## config.mk

```make
export PLATFORM = sky130hd
export DESIGN_NAME = wb_rr_arbiter_flat
export DESIGN_NICKNAME = d
export VERILOG_FILES = /design/src/rtl/wb_rr_arbiter_if.sv /design/src/rtl/wb_rr_arbiter.sv /design/src/flat_wrapper.sv
export SDC_FILE = /design/constraint.sdc
export NUM_CORES = 1
export LEC_CHECK = 0
export CORE_AREA = 2 2 125 127
export CTS_BUF_LIST = sky130_fd_sc_hd__clkbuf_16
export DETAILED_ROUTE_END_ITERATION = 8
export DIE_AREA = 0 0 127 129
export GPL_TIMING_DRIVEN = 0
export SYNTH_ARGS = -nofsm -noshare
export SYNTH_HDL_FRONTEND = slang
export SYNTH_SLANG_ARGS = --single-unit
```

## constraint.sdc

```tcl
create_clock -name clock -period 2.15 [get_ports clock]
set_clock_uncertainty 0.2 [all_clocks]
set_input_delay 0.215 -clock clock [delete_from_list [all_inputs] [get_ports clock]]
set_output_delay 0.215 -clock clock [all_outputs]
set_load 0.1 [all_outputs]
```

## src/rtl/wb_rr_arbiter_if.sv

```systemverilog
// Two-master Wishbone B3 classic arbiter bundle: both master ports, the shared slave port and the grant.
// The slave modport is the arbiter's view; the master modport is the view of whoever drives the masters.
interface wb_rr_arbiter_if #(
  parameter int AW = 32,
  parameter int DW = 32
);
  logic [AW-1:0]   m0_adr, m1_adr;
  logic [DW-1:0]   m0_dat_w, m1_dat_w;
  logic [DW/8-1:0] m0_sel, m1_sel;
  logic            m0_we, m1_we;
  logic            m0_cyc, m1_cyc;
  logic            m0_stb, m1_stb;
  logic [DW-1:0]   m0_dat_r, m1_dat_r;
  logic            m0_ack, m1_ack;
  logic            m0_err, m1_err;
  logic [AW-1:0]   s_adr;
  logic [DW-1:0]   s_dat_w;
  logic [DW/8-1:0] s_sel;
  logic            s_we, s_cyc, s_stb;
  logic [DW-1:0]   s_dat_r;
  logic            s_ack, s_err;
  logic [1:0]      grant;

  modport slave (
    input  m0_adr, m1_adr, m0_dat_w, m1_dat_w, m0_sel, m1_sel,
           m0_we, m1_we, m0_cyc, m1_cyc, m0_stb, m1_stb,
           s_dat_r, s_ack, s_err,
    output m0_dat_r, m1_dat_r, m0_ack, m1_ack, m0_err, m1_err,
           s_adr, s_dat_w, s_sel, s_we, s_cyc, s_stb, grant
  );

  modport master (
    output m0_adr, m1_adr, m0_dat_w, m1_dat_w, m0_sel, m1_sel,
           m0_we, m1_we, m0_cyc, m1_cyc, m0_stb, m1_stb,
           s_dat_r, s_ack, s_err,
    input  m0_dat_r, m1_dat_r, m0_ack, m1_ack, m0_err, m1_err,
           s_adr, s_dat_w, s_sel, s_we, s_cyc, s_stb, grant
  );
endinterface

```

## src/rtl/wb_rr_arbiter.sv

```systemverilog
// Round-robin arbiter for two Wishbone masters onto one slave bus, grant held for the whole cyc tenure.
// One request cycle from IDLE, zero-cycle handoff; ack/err/dat_r pass through combinationally, stalls end in a watchdog err.
module wb_rr_arbiter #(
  parameter int AW      = 32,
  parameter int DW      = 32,
  parameter int TIMEOUT = 255
) (
  input  logic           clock,
  input  logic           reset_n,
  wb_rr_arbiter_if.slave bus
);
  localparam int CW = ($clog2(TIMEOUT + 1) > 8) ? $clog2(TIMEOUT + 1) : 8;
  localparam logic [CW-1:0] WD_LAST = CW'((TIMEOUT > 0) ? TIMEOUT - 1 : 0);

  typedef enum logic [1:0] {
    IDLE = 2'd0,
    OWN0 = 2'd1,
    OWN1 = 2'd2
  } state_e;

  state_e          state_q, state_d;
  logic            last_q, last_d;
  logic [CW-1:0]   wd_cnt_q, wd_cnt_d;
  logic            wd_err_q, wd_err_d;
  logic            gnt0, gnt1;
  logic [AW-1:0]   s_adr;
  logic [DW-1:0]   s_dat_w;
  logic [DW/8-1:0] s_sel;
  logic            s_stb;

  assign gnt0 = (state_q == OWN0);
  assign gnt1 = (state_q == OWN1);

  always_comb begin
    state_d = state_q;
    last_d  = last_q;
    case (state_q)
      IDLE: begin
        if (bus.m0_cyc && bus.m1_cyc) state_d = last_q ? OWN0 : OWN1;
        else if (bus.m0_cyc)          state_d = OWN0;
        else if (bus.m1_cyc)          state_d = OWN1;
      end
      OWN0: begin
        if (!bus.m0_cyc) begin
          last_d  = 1'b0;
          state_d = bus.m1_cyc ? OWN1 : IDLE;
        end
      end
      OWN1: begin
        if (!bus.m1_cyc) begin
          last_d  = 1'b1;
          state_d = bus.m0_cyc ? OWN0 : IDLE;
        end
      end
      default: state_d = IDLE;
    endcase
  end

  // Master 0 is the default source so an idle bus shows the CPU's address.
  assign s_adr   = gnt1 ? bus.m1_adr   : bus.m0_adr;
  assign s_dat_w = gnt1 ? bus.m1_dat_w : bus.m0_dat_w;
  assign s_sel   = gnt1 ? bus.m1_sel   : bus.m0_sel;
  assign s_stb   = (bus.m0_stb & gnt0) | (bus.m1_stb & gnt1);

  assign bus.s_adr   = s_adr;
  assign bus.s_dat_w = s_dat_w;
  assign bus.s_sel   = s_sel;
  assign bus.s_we    = gnt1 ? bus.m1_we : bus.m0_we;
  assign bus.s_cyc   = (bus.m0_cyc & gnt0) | (bus.m1_cyc & gnt1);
  assign bus.s_stb   = s_stb;
  assign bus.grant   = {gnt1, gnt0};

  assign bus.m0_dat_r = bus.s_dat_r;
  assign bus.m1_dat_r = bus.s_dat_r;
  assign bus.m0_ack   = bus.s_ack & gnt0 & ~wd_err_q;
  assign bus.m1_ack   = bus.s_ack & gnt1 & ~wd_err_q;
  assign bus.m0_err   = (bus.s_err | wd_err_q) & gnt0;
  assign bus.m1_err   = (bus.s_err | wd_err_q) & gnt1;

  // The count only survives cycles where the same owner keeps stb up unanswered.
  always_comb begin
    wd_cnt_d = '0;
    wd_err_d = 1'b0;
    if (TIMEOUT != 0 && s_stb && !bus.s_ack && !bus.s_err && !wd_err_q &&
        state_d == state_q) begin
      if (wd_cnt_q == WD_LAST) wd_err_d = 1'b1;
      else                     wd_cnt_d = wd_cnt_q + CW'(1);
    end
  end

  always_ff @(posedge clock) begin
    if (!reset_n) begin
      state_q  <= IDLE;
      last_q   <= 1'b1;
      wd_cnt_q <= '0;
      wd_err_q <= 1'b0;
    end else begin
      state_q  <= state_d;
      last_q   <= last_d;
      wd_cnt_q <= wd_cnt_d;
      wd_err_q <= wd_err_d;
    end
  end
endmodule
```

## src/flat_wrapper.sv

```systemverilog
// flat-port wrapper written by rule: the top's interface ports become plain ports
module wb_rr_arbiter_flat 
#(
  parameter int AW      = 32,
  parameter int DW      = 32,
  parameter int TIMEOUT = 255
)
  (clock, reset_n, bus_m0_adr, bus_m1_adr, bus_m0_dat_w, bus_m1_dat_w, bus_m0_sel, bus_m1_sel, bus_m0_we, bus_m1_we, bus_m0_cyc, bus_m1_cyc, bus_m0_stb, bus_m1_stb, bus_s_dat_r, bus_s_ack, bus_s_err, bus_m0_dat_r, bus_m1_dat_r, bus_m0_ack, bus_m1_ack, bus_m0_err, bus_m1_err, bus_s_adr, bus_s_dat_w, bus_s_sel, bus_s_we, bus_s_cyc, bus_s_stb, bus_grant);
  wb_rr_arbiter_if #(.AW(AW), .DW(DW)) bus_i ();
  input  logic clock;
  input  logic reset_n;
  input wire logic [$bits(bus_i.m0_adr)-1:0] bus_m0_adr;
  input wire logic [$bits(bus_i.m1_adr)-1:0] bus_m1_adr;
  input wire logic [$bits(bus_i.m0_dat_w)-1:0] bus_m0_dat_w;
  input wire logic [$bits(bus_i.m1_dat_w)-1:0] bus_m1_dat_w;
  input wire logic [$bits(bus_i.m0_sel)-1:0] bus_m0_sel;
  input wire logic [$bits(bus_i.m1_sel)-1:0] bus_m1_sel;
  input wire logic [$bits(bus_i.m0_we)-1:0] bus_m0_we;
  input wire logic [$bits(bus_i.m1_we)-1:0] bus_m1_we;
  input wire logic [$bits(bus_i.m0_cyc)-1:0] bus_m0_cyc;
  input wire logic [$bits(bus_i.m1_cyc)-1:0] bus_m1_cyc;
  input wire logic [$bits(bus_i.m0_stb)-1:0] bus_m0_stb;
  input wire logic [$bits(bus_i.m1_stb)-1:0] bus_m1_stb;
  input wire logic [$bits(bus_i.s_dat_r)-1:0] bus_s_dat_r;
  input wire logic [$bits(bus_i.s_ack)-1:0] bus_s_ack;
  input wire logic [$bits(bus_i.s_err)-1:0] bus_s_err;
  output wire logic [$bits(bus_i.m0_dat_r)-1:0] bus_m0_dat_r;
  output wire logic [$bits(bus_i.m1_dat_r)-1:0] bus_m1_dat_r;
  output wire logic [$bits(bus_i.m0_ack)-1:0] bus_m0_ack;
  output wire logic [$bits(bus_i.m1_ack)-1:0] bus_m1_ack;
  output wire logic [$bits(bus_i.m0_err)-1:0] bus_m0_err;
  output wire logic [$bits(bus_i.m1_err)-1:0] bus_m1_err;
  output wire logic [$bits(bus_i.s_adr)-1:0] bus_s_adr;
  output wire logic [$bits(bus_i.s_dat_w)-1:0] bus_s_dat_w;
  output wire logic [$bits(bus_i.s_sel)-1:0] bus_s_sel;
  output wire logic [$bits(bus_i.s_we)-1:0] bus_s_we;
  output wire logic [$bits(bus_i.s_cyc)-1:0] bus_s_cyc;
  output wire logic [$bits(bus_i.s_stb)-1:0] bus_s_stb;
  output wire logic [$bits(bus_i.grant)-1:0] bus_grant;
  assign bus_i.m0_adr = bus_m0_adr;
  assign bus_i.m1_adr = bus_m1_adr;
  assign bus_i.m0_dat_w = bus_m0_dat_w;
  assign bus_i.m1_dat_w = bus_m1_dat_w;
  assign bus_i.m0_sel = bus_m0_sel;
  assign bus_i.m1_sel = bus_m1_sel;
  assign bus_i.m0_we = bus_m0_we;
  assign bus_i.m1_we = bus_m1_we;
  assign bus_i.m0_cyc = bus_m0_cyc;
  assign bus_i.m1_cyc = bus_m1_cyc;
  assign bus_i.m0_stb = bus_m0_stb;
  assign bus_i.m1_stb = bus_m1_stb;
  assign bus_i.s_dat_r = bus_s_dat_r;
  assign bus_i.s_ack = bus_s_ack;
  assign bus_i.s_err = bus_s_err;
  assign bus_m0_dat_r = bus_i.m0_dat_r;
  assign bus_m1_dat_r = bus_i.m1_dat_r;
  assign bus_m0_ack = bus_i.m0_ack;
  assign bus_m1_ack = bus_i.m1_ack;
  assign bus_m0_err = bus_i.m0_err;
  assign bus_m1_err = bus_i.m1_err;
  assign bus_s_adr = bus_i.s_adr;
  assign bus_s_dat_w = bus_i.s_dat_w;
  assign bus_s_sel = bus_i.s_sel;
  assign bus_s_we = bus_i.s_we;
  assign bus_s_cyc = bus_i.s_cyc;
  assign bus_s_stb = bus_i.s_stb;
  assign bus_grant = bus_i.grant;
  wb_rr_arbiter #(.AW(AW), .DW(DW), .TIMEOUT(TIMEOUT)) u_core (.clock(clock), .reset_n(reset_n), .bus(bus_i));
endmodule
```

==> results of run 1 <==
through the flow:
stage	area [sq um]	setup slack (ns)	hold WS, ns
6_report	5490	0.100	0.288
5_1_grt	5490	0.00323	0.328
4_1_cts	5420	0.000671	0.289
3_5_place_dp	5280	-1.59	0.286
3_3_place_gp	5280	-1.60	0.283
2_1_floorplan	2180	-0.395	0.0950
layer usage:
| metal | track usage (%) | share of wire [%] |
|---|---|---|
| met2 | 22.9 | 52 |
| met3 | 2.25 | 8.0 |
| met1 | 14.7 | 39 |
| met4 | 1.16 | 0.45 |
| met5 | 0 | 0 |
cell families after synthesis:
logic type                 after synthesis
and+or+nand+nor                        245
buffers and inverters                   87
DFF                                     12
AOI/OAI and AO/OA                       11
xor gates and xnor gates                 6
adders and majority gates                2
cells in the final DEF (no fill, tap or decap), types with 3 or more instances in the layout:
master / n
buf_4: 73
xor2_1: 3
xnor2_1: 3
nor2_1: 6
nand2_1: 143
clkbuf_4: 11
buf_2: 4
nor4_2: 6
clkbuf_16: 3
buf_6: 64
dfxtp_1: 12
nand2_2: 69
clkdlybuf4s50_1: 209
Yosys cell counts, types with 2 or more instances:
master | instances | area, sq um
nand2_1 | 213 | 800
buf_4 | 66 | 495
clkbuf_1 | 14 | 52.6
dfxtp_1 | 12 | 240
nor2_1 | 8 | 30.0
nor4_2 | 6 | 75.1
inv_2 | 3 | 11.3
xnor2_1 | 3 | 26.3
xor2_1 | 3 | 26.3
and3_1 | 2 | 12.5
and4_1 | 2 | 17.5
ha_1 | 2 | 25.0
inv_1 | 2 | 7.51
nand2b_1 | 2 | 12.5
nand3_1 | 2 | 10.0
nor2b_1 | 2 | 12.5
nor3_1 | 2 | 10.0
nor4_1 | 2 | 12.5
o21ai_0 | 2 | 10.0
o21ai_1 | 2 | 10.0
o22ai_1 | 2 | 12.5
cell type report:
| cell class | instances | area [sq um] | share of cell area (%) |
|---|---|---|---|
| Timing Repair Buffer | 286 | 2920 | 53.2 |
| Multi-Input combinational cell | 264 | 1380 | 25.1 |
| Buffer | 82 | 611 | 11.1 |
| Sequential cell | 12 | 240 | 4.38 |
| Tap cell | 188 | 235 | 4.29 |
| Clock buffer | 3 | 75.1 | 1.37 |
| Inverter | 5 | 23.8 | 0.433 |
| Clock inverter | 1 | 3.75 | 0.0684 |
critical path, cell delays in order, from the launching register on:
cell and delay (ns):
dfxtp_1 0.29, clkbuf_4 0.18, nand2b_1 0.24, nor2_2 0.13, clkdlybuf4s15_2 0.55
worst max-delay path by stage:
stage	end	startpoint
3_5_place_dp	bus_s_dat_w[1]	u_core.state_q[1]$_SDFF_PN0_
3_3_place_gp	bus_s_dat_w[1]	u_core.state_q[1]$_SDFF_PN0_
5_1_grt	bus_s_adr[23]	u_core.state_q[0]$_SDFF_PN0_
2_1_floorplan	bus_m1_ack	u_core.state_q[1]$_SDFF_PN0_
6_report	bus_m0_ack	u_core.state_q[1]$_SDFF_PN0_
4_1_cts	bus_s_adr[9]	u_core.state_q[1]$_SDFF_PN0_
repair_timing:
| action | in CTS | in global routing |
|---|---|---|
| pin swaps | 0 | 0 |
| gates resized for setup | 530 | 26 |
| endpoints found under the setup margin | 82 | 72 |
registers in the layout, summed over array words and instances, names as in the netlist:
name and cells:
u_core.last_q 1, u_core.state_q 2, u_core.wd_cnt_q 8, u_core.wd_err_q 1
power by group:
group	switching, mW	internal (mW)
sequential	0.00400	0.227
combinational	1.70	0.733
clock	0.0985	0.245
total	1.81	1.20
==> metrics, run 1 <==
post-DR vias/cell=3.78; Layout Nets=834; Non-Filler Instances=841; mean post-synth cell area=5.51 sq um; Static Leakage=2.51 nW; H-tree level count=1; Primary FF master, synth=dfxtp_1; yosys warns=0; Synth Area in Compound Gates=3.82%; post-synthesis adder-cell area fraction=1.25%; multiplexer share of the synthesized area=0%; vias in the first global route=3,026; EDFF count, synth=0; RR Startpoint=u_core.state_q[1]$_SDFF_PN0_; hold_sp=u_core.wd_cnt_q[0]$_SDFF_PP0_; total power draw=3.01 mW; # Max-Cap Violations=0; Worst Hold Class=flip-flop to flip-flop; Die X=127 microns; postcts setup bufs=0; Simple-Gate Fraction of Synth Area=51.5%; status=finished, final reports clean; Setup crit start kind=flip-flop; fillcell total=1,594; initial antenna violation count=0; reg2reg setup slack=0.34 ns; num ports=319; final WL=11,200 microns; Peak VDD IR=0.223 mV; first drt pass iteration count=5; Power Dens Cells=549 nW/um^2; Relative slew margins=34.9%; Seq cells post-synth=12; area delta synth->final=174%; total inserted antenna cells=0; Setup violations, final=0; GRT Residual Overflow=0; Hold EP=u_core.wd_cnt_q[0]$_SDFF_PP0_; clock slew at reported path FFs=0.04 ns; ys async rst share=0%; CTS sink count=12; Die Span Y=129 microns; hold depth=1; vias=3,177; Worst R2R Path Depth=5; Layout Utilization=36.6%; CTS hold repair buffers=0; Post-Syn Area=2000 sq um; Fin. Hold Viols=0; Max clock buf depth=2; Worst Tran Pin Value=0.974 ns; Slew Limit Fails=0; ratio of final minimum period to clock period=95.3%; Post-DRT Antenna Nets=0; Worst Path Arrival=1.63 ns; Worst-Skew Late Latency=0.24 ns; gr usage total=12.1%; R2R Path End=u_core.wd_cnt_q[6]$_SDFF_PP0_; IO Port Bufs=286; Synth Area in XOR/XNOR=2.63%; main combinational cell family by area after synthesis=simple AND/OR/NAND/NOR gates; FMAX=488 MHz; post-synthesis sequential area ratio=12.0%; Syn Inst Count=363; CP Max Fanout=9; core area=15,000 sq um; DR WL/cell=13.3 microns; Syn Nets=543; clk root buf=clkbuf_16; Residual DRC=0; largest net degree at the start of global routing=11; post-synth cell types=32; proportion of layout cells with a drive suffix above 1=37.5%; DRT iter0 DRCs=71; TritonCTS buffer count=3; CP endpoint kind=primary output; initial core utilization=13.4%; Final Critical Period=2.05 ns; die area=16,400 sq um; hpwl dp=9590 microns; row cnt=45; placed insts=837; routability cong.=0.736; CTS tree=done; RSZ-0062 raised after global routing=false; WP data required=1.74 ns; Setup Crit Path Kind=flip-flop to primary output; first-pass GRT wire length=15,800 microns; Fin Setup TNS=0 ns
Power figures use the tool's default switching activity.
==> run 2: changes to the inputs <==
--- a/config.mk
+++ b/config.mk
@@ -10,6 +10,7 @@
 export DETAILED_ROUTE_END_ITERATION = 8
 export DIE_AREA = 0 0 127 129
 export GPL_TIMING_DRIVEN = 0
+export PLACE_DENSITY = 0.58
 export SYNTH_ARGS = -nofsm -noshare
 export SYNTH_HDL_FRONTEND = slang
 export SYNTH_SLANG_ARGS = --single-unit
==> run 2 against run 1 <==
Against the previous run: global-route usage rose by 0.66 points; wire length rose by 5.1%; final area rose by 0.73%; critical path depth rose by 1; first-iteration DRC count fell by 2.8%; flip-flop and latch count did not move; total power rose by 0.31%; clock power fell by 2%; register-to-register slack got worse by 0.03 ns; die area did not move; sequential share of layout area barely moved; sequential power barely moved.
==> metrics, run 2 (same netlist as run 1, synthesis figures left out) <==
placed insts=837 (unchanged); total inserted antenna cells=0 (unchanged); Clk pwr share=11.1% (was 11.4%); dpl cell area=5280 sq um (unchanged); area delta synth->final=176% (was 174%); WP data required=2.10 ns (was 1.74 ns); Fin. Hold Viols=0 (unchanged); Peak VDD IR=0.226 mV (was 0.223 mV); Worst-Skew Late Latency=0.24 ns (about the same); hold depth=1 (unchanged); fillcell total=1,578 (was 1,594); commonest non-fill, non-tap cell in the layout=clkdlybuf4s50_1 (unchanged); Die Span Y=129 microns (unchanged); max FFs per register=8 (unchanged); sequential share of power=7.7% (about the same); register area=240 sq um (unchanged); vias=3,247 (was 3,177); Residual DRC=0 (unchanged); clock slew at reported path FFs=0.04 ns (about the same); first drt pass iteration count=4 (was 5); Post-DRT Antenna Nets=0 (unchanged); vias in the first global route=3,247 (was 3,026); Setup crit start kind=primary input (was flip-flop); post-DR vias/cell=3.87 (was 3.78); Setup Crit Path Kind=primary input to flip-flop (was flip-flop to primary output); Pint=1.21 mW (was 1.20 mW); largest net degree at the start of global routing=11 (unchanged); Worst Path Arrival=2.02 ns (was 1.63 ns); Relative slew margins=31.6% (was 34.9%); Layout Nets=834 (unchanged); DRT iter0 DRCs=69 (was 71); IO Port Bufs=286 (unchanged); core area=15,000 sq um (unchanged); postcts setup bufs=0 (unchanged); largest registers=u_core.wd_cnt_q x8, u_core.state_q x2 (unchanged); Slew Limit Fails=0 (unchanged); gr usage total=12.7% (was 12.1%); Final Critical Period=2.06 ns (was 2.05 ns); status=finished, final reports clean (unchanged); Max clock buf depth=2 (unchanged); DR WL/cell=14.0 microns (was 13.3 microns); Static Leakage=2.53 nW (was 2.51 nW); FMAX=485 MHz (was 488 MHz); most frequent cells in the layout=clkdlybuf4s50_1 (209), nand2_1 (143), nand2_2 (69) (was clkdlybuf4s50_1 (209), nand2_1 (143), buf_4 (73)); # Max-Cap Violations=0 (unchanged); die area=16,400 sq um (unchanged); TritonCTS buffer count=3 (unchanged); proportion of layout cells with a drive suffix above 1=37.6% (was 37.5%); Comb power frac=81.2% (was 80.9%); routability cong.=0.804 (was 0.736); CTS hold repair buffers=0 (unchanged); Sw Pwr=1.81 mW (about the same); Fin Setup TNS=0 ns (unchanged); H-tree level count=1 (unchanged); ratio of final minimum period to clock period=96.0% (was 95.3%); row cnt=45 (unchanged); final instance area=5530 sq um (was 5490 sq um); CTS tree=done (unchanged); Worst Hold Class=flip-flop to flip-flop (unchanged); num ports=319 (unchanged); GRT Residual Overflow=0 (unchanged); Non-Filler Instances=840 (was 841); Worst R2R Path Depth=4 (was 5); Power Dens Cells=546 nW/um^2 (was 549 nW/um^2); first-pass GRT wire length=16,600 microns (was 15,800 microns); final WL=11,700 microns (was 11,200 microns); CTS sink count=12 (unchanged); Die X=127 microns (unchanged); clk root buf=clkbuf_16 (unchanged); hpwl dp=9970 microns (was 9590 microns); Setup violations, final=0 (unchanged); multi-input logic area=1380 sq um (unchanged); CP endpoint kind=flip-flop (was primary output); initial antenna violation count=0 (unchanged); CP Max Fanout=7 (was 9); Most flops, register=u_core.wd_cnt_q (unchanged); Worst Tran Pin Value=1.02 ns (was 0.974 ns); switching fraction of total power=59.8% (was 60.0%); initial core utilization=13.4% (unchanged)
-- run 2: worst paths after layout --
kind,slack [ns],to,from
worst min-delay path,0.31,u_core.wd_cnt_q[0]$_SDFF_PP0_,u_core.wd_cnt_q[0]$_SDFF_PP0_
worst max register to register,0.31,u_core.wd_cnt_q[4]$_SDFF_PP0_,u_core.wd_err_q$_SDFF_PN0_
worst max-delay path,0.09,u_core.wd_cnt_q[4]$_SDFF_PP0_,reset_n
worst min register to register,0.31,u_core.wd_cnt_q[0]$_SDFF_PP0_,u_core.wd_cnt_q[0]$_SDFF_PP0_
-- run 2: stage by stage --
stage	setup WS, ns	utilization [%]	power [mW]	hold WS (ns)
global route	-0.000818	36.9	3.11	0.341
global placement	-1.59	35.2	2.61	0.283
finish	0.0861	36.9	3.02	0.306
CTS	0.000969	36.6	3.02	0.315
detailed placement	-1.54	35.2	2.61	0.301
floorplan	-0.395	-	1.93	0.0950
-- run 2: power groups by stage --
stage | clock (mW) | sequential, mW | combinational [mW]
after global placement | 0 | 0.234 | 2.37
final | 0.336 | 0.231 | 2.45
after floorplan | 0 | 0.234 | 1.70
after CTS | 0.344 | 0.231 | 2.45
after detailed placement | 0 | 0.235 | 2.38
after global routing | 0.350 | 0.232 | 2.53
-- run 2: final cells by class --
cell class                      instances  area share [%]
Clock buffer                            3            1.36
Sequential cell                        12            4.35
Tap cell                              188            4.26
Multi-Input combinational cell        264            25.0
Timing Repair Buffer                  286            53.6
Inverter                                5           0.430
Buffer                                 82            11.1
-- run 2: worst max-delay path, stage by stage --
cell             delay (ns)
clkdlybuf4s50_1        0.56
or4b_1                 0.49
a221o_1                0.33
nand2b_4               0.20
nor4_2                 0.22
-- run 2: per-layer routing --
metal | GRT usage (%) | up-vias | wire, microns
met4 | 2.00 | 0 | 69
met1 | 13.7 | 1441 | 4240
met5 | 0 | - | 0
met2 | 25.5 | 166 | 6420
met3 | 2.99 | 5 | 1010
li1 | - | 1635 | -
-- run 2: timing repair --
item                                    CTS  global route
gates resized for setup                 547            18
endpoints found under the setup margin   77            74
hold endpoints to repair                  0             0
==> run 3: changes to the inputs <==
--- a/config.mk
+++ b/config.mk
@@ -5,6 +5,7 @@
 export SDC_FILE = /design/constraint.sdc
 export NUM_CORES = 1
 export LEC_CHECK = 0
+export ABC_CLOCK_PERIOD_IN_PS = 2150
 export CORE_AREA = 2 2 125 127
 export CTS_BUF_LIST = sky130_fd_sc_hd__clkbuf_16
 export DETAILED_ROUTE_END_ITERATION = 8
==> results of run 3 <==
No change in the layout: final DEF, timing and power equal those of run 2.
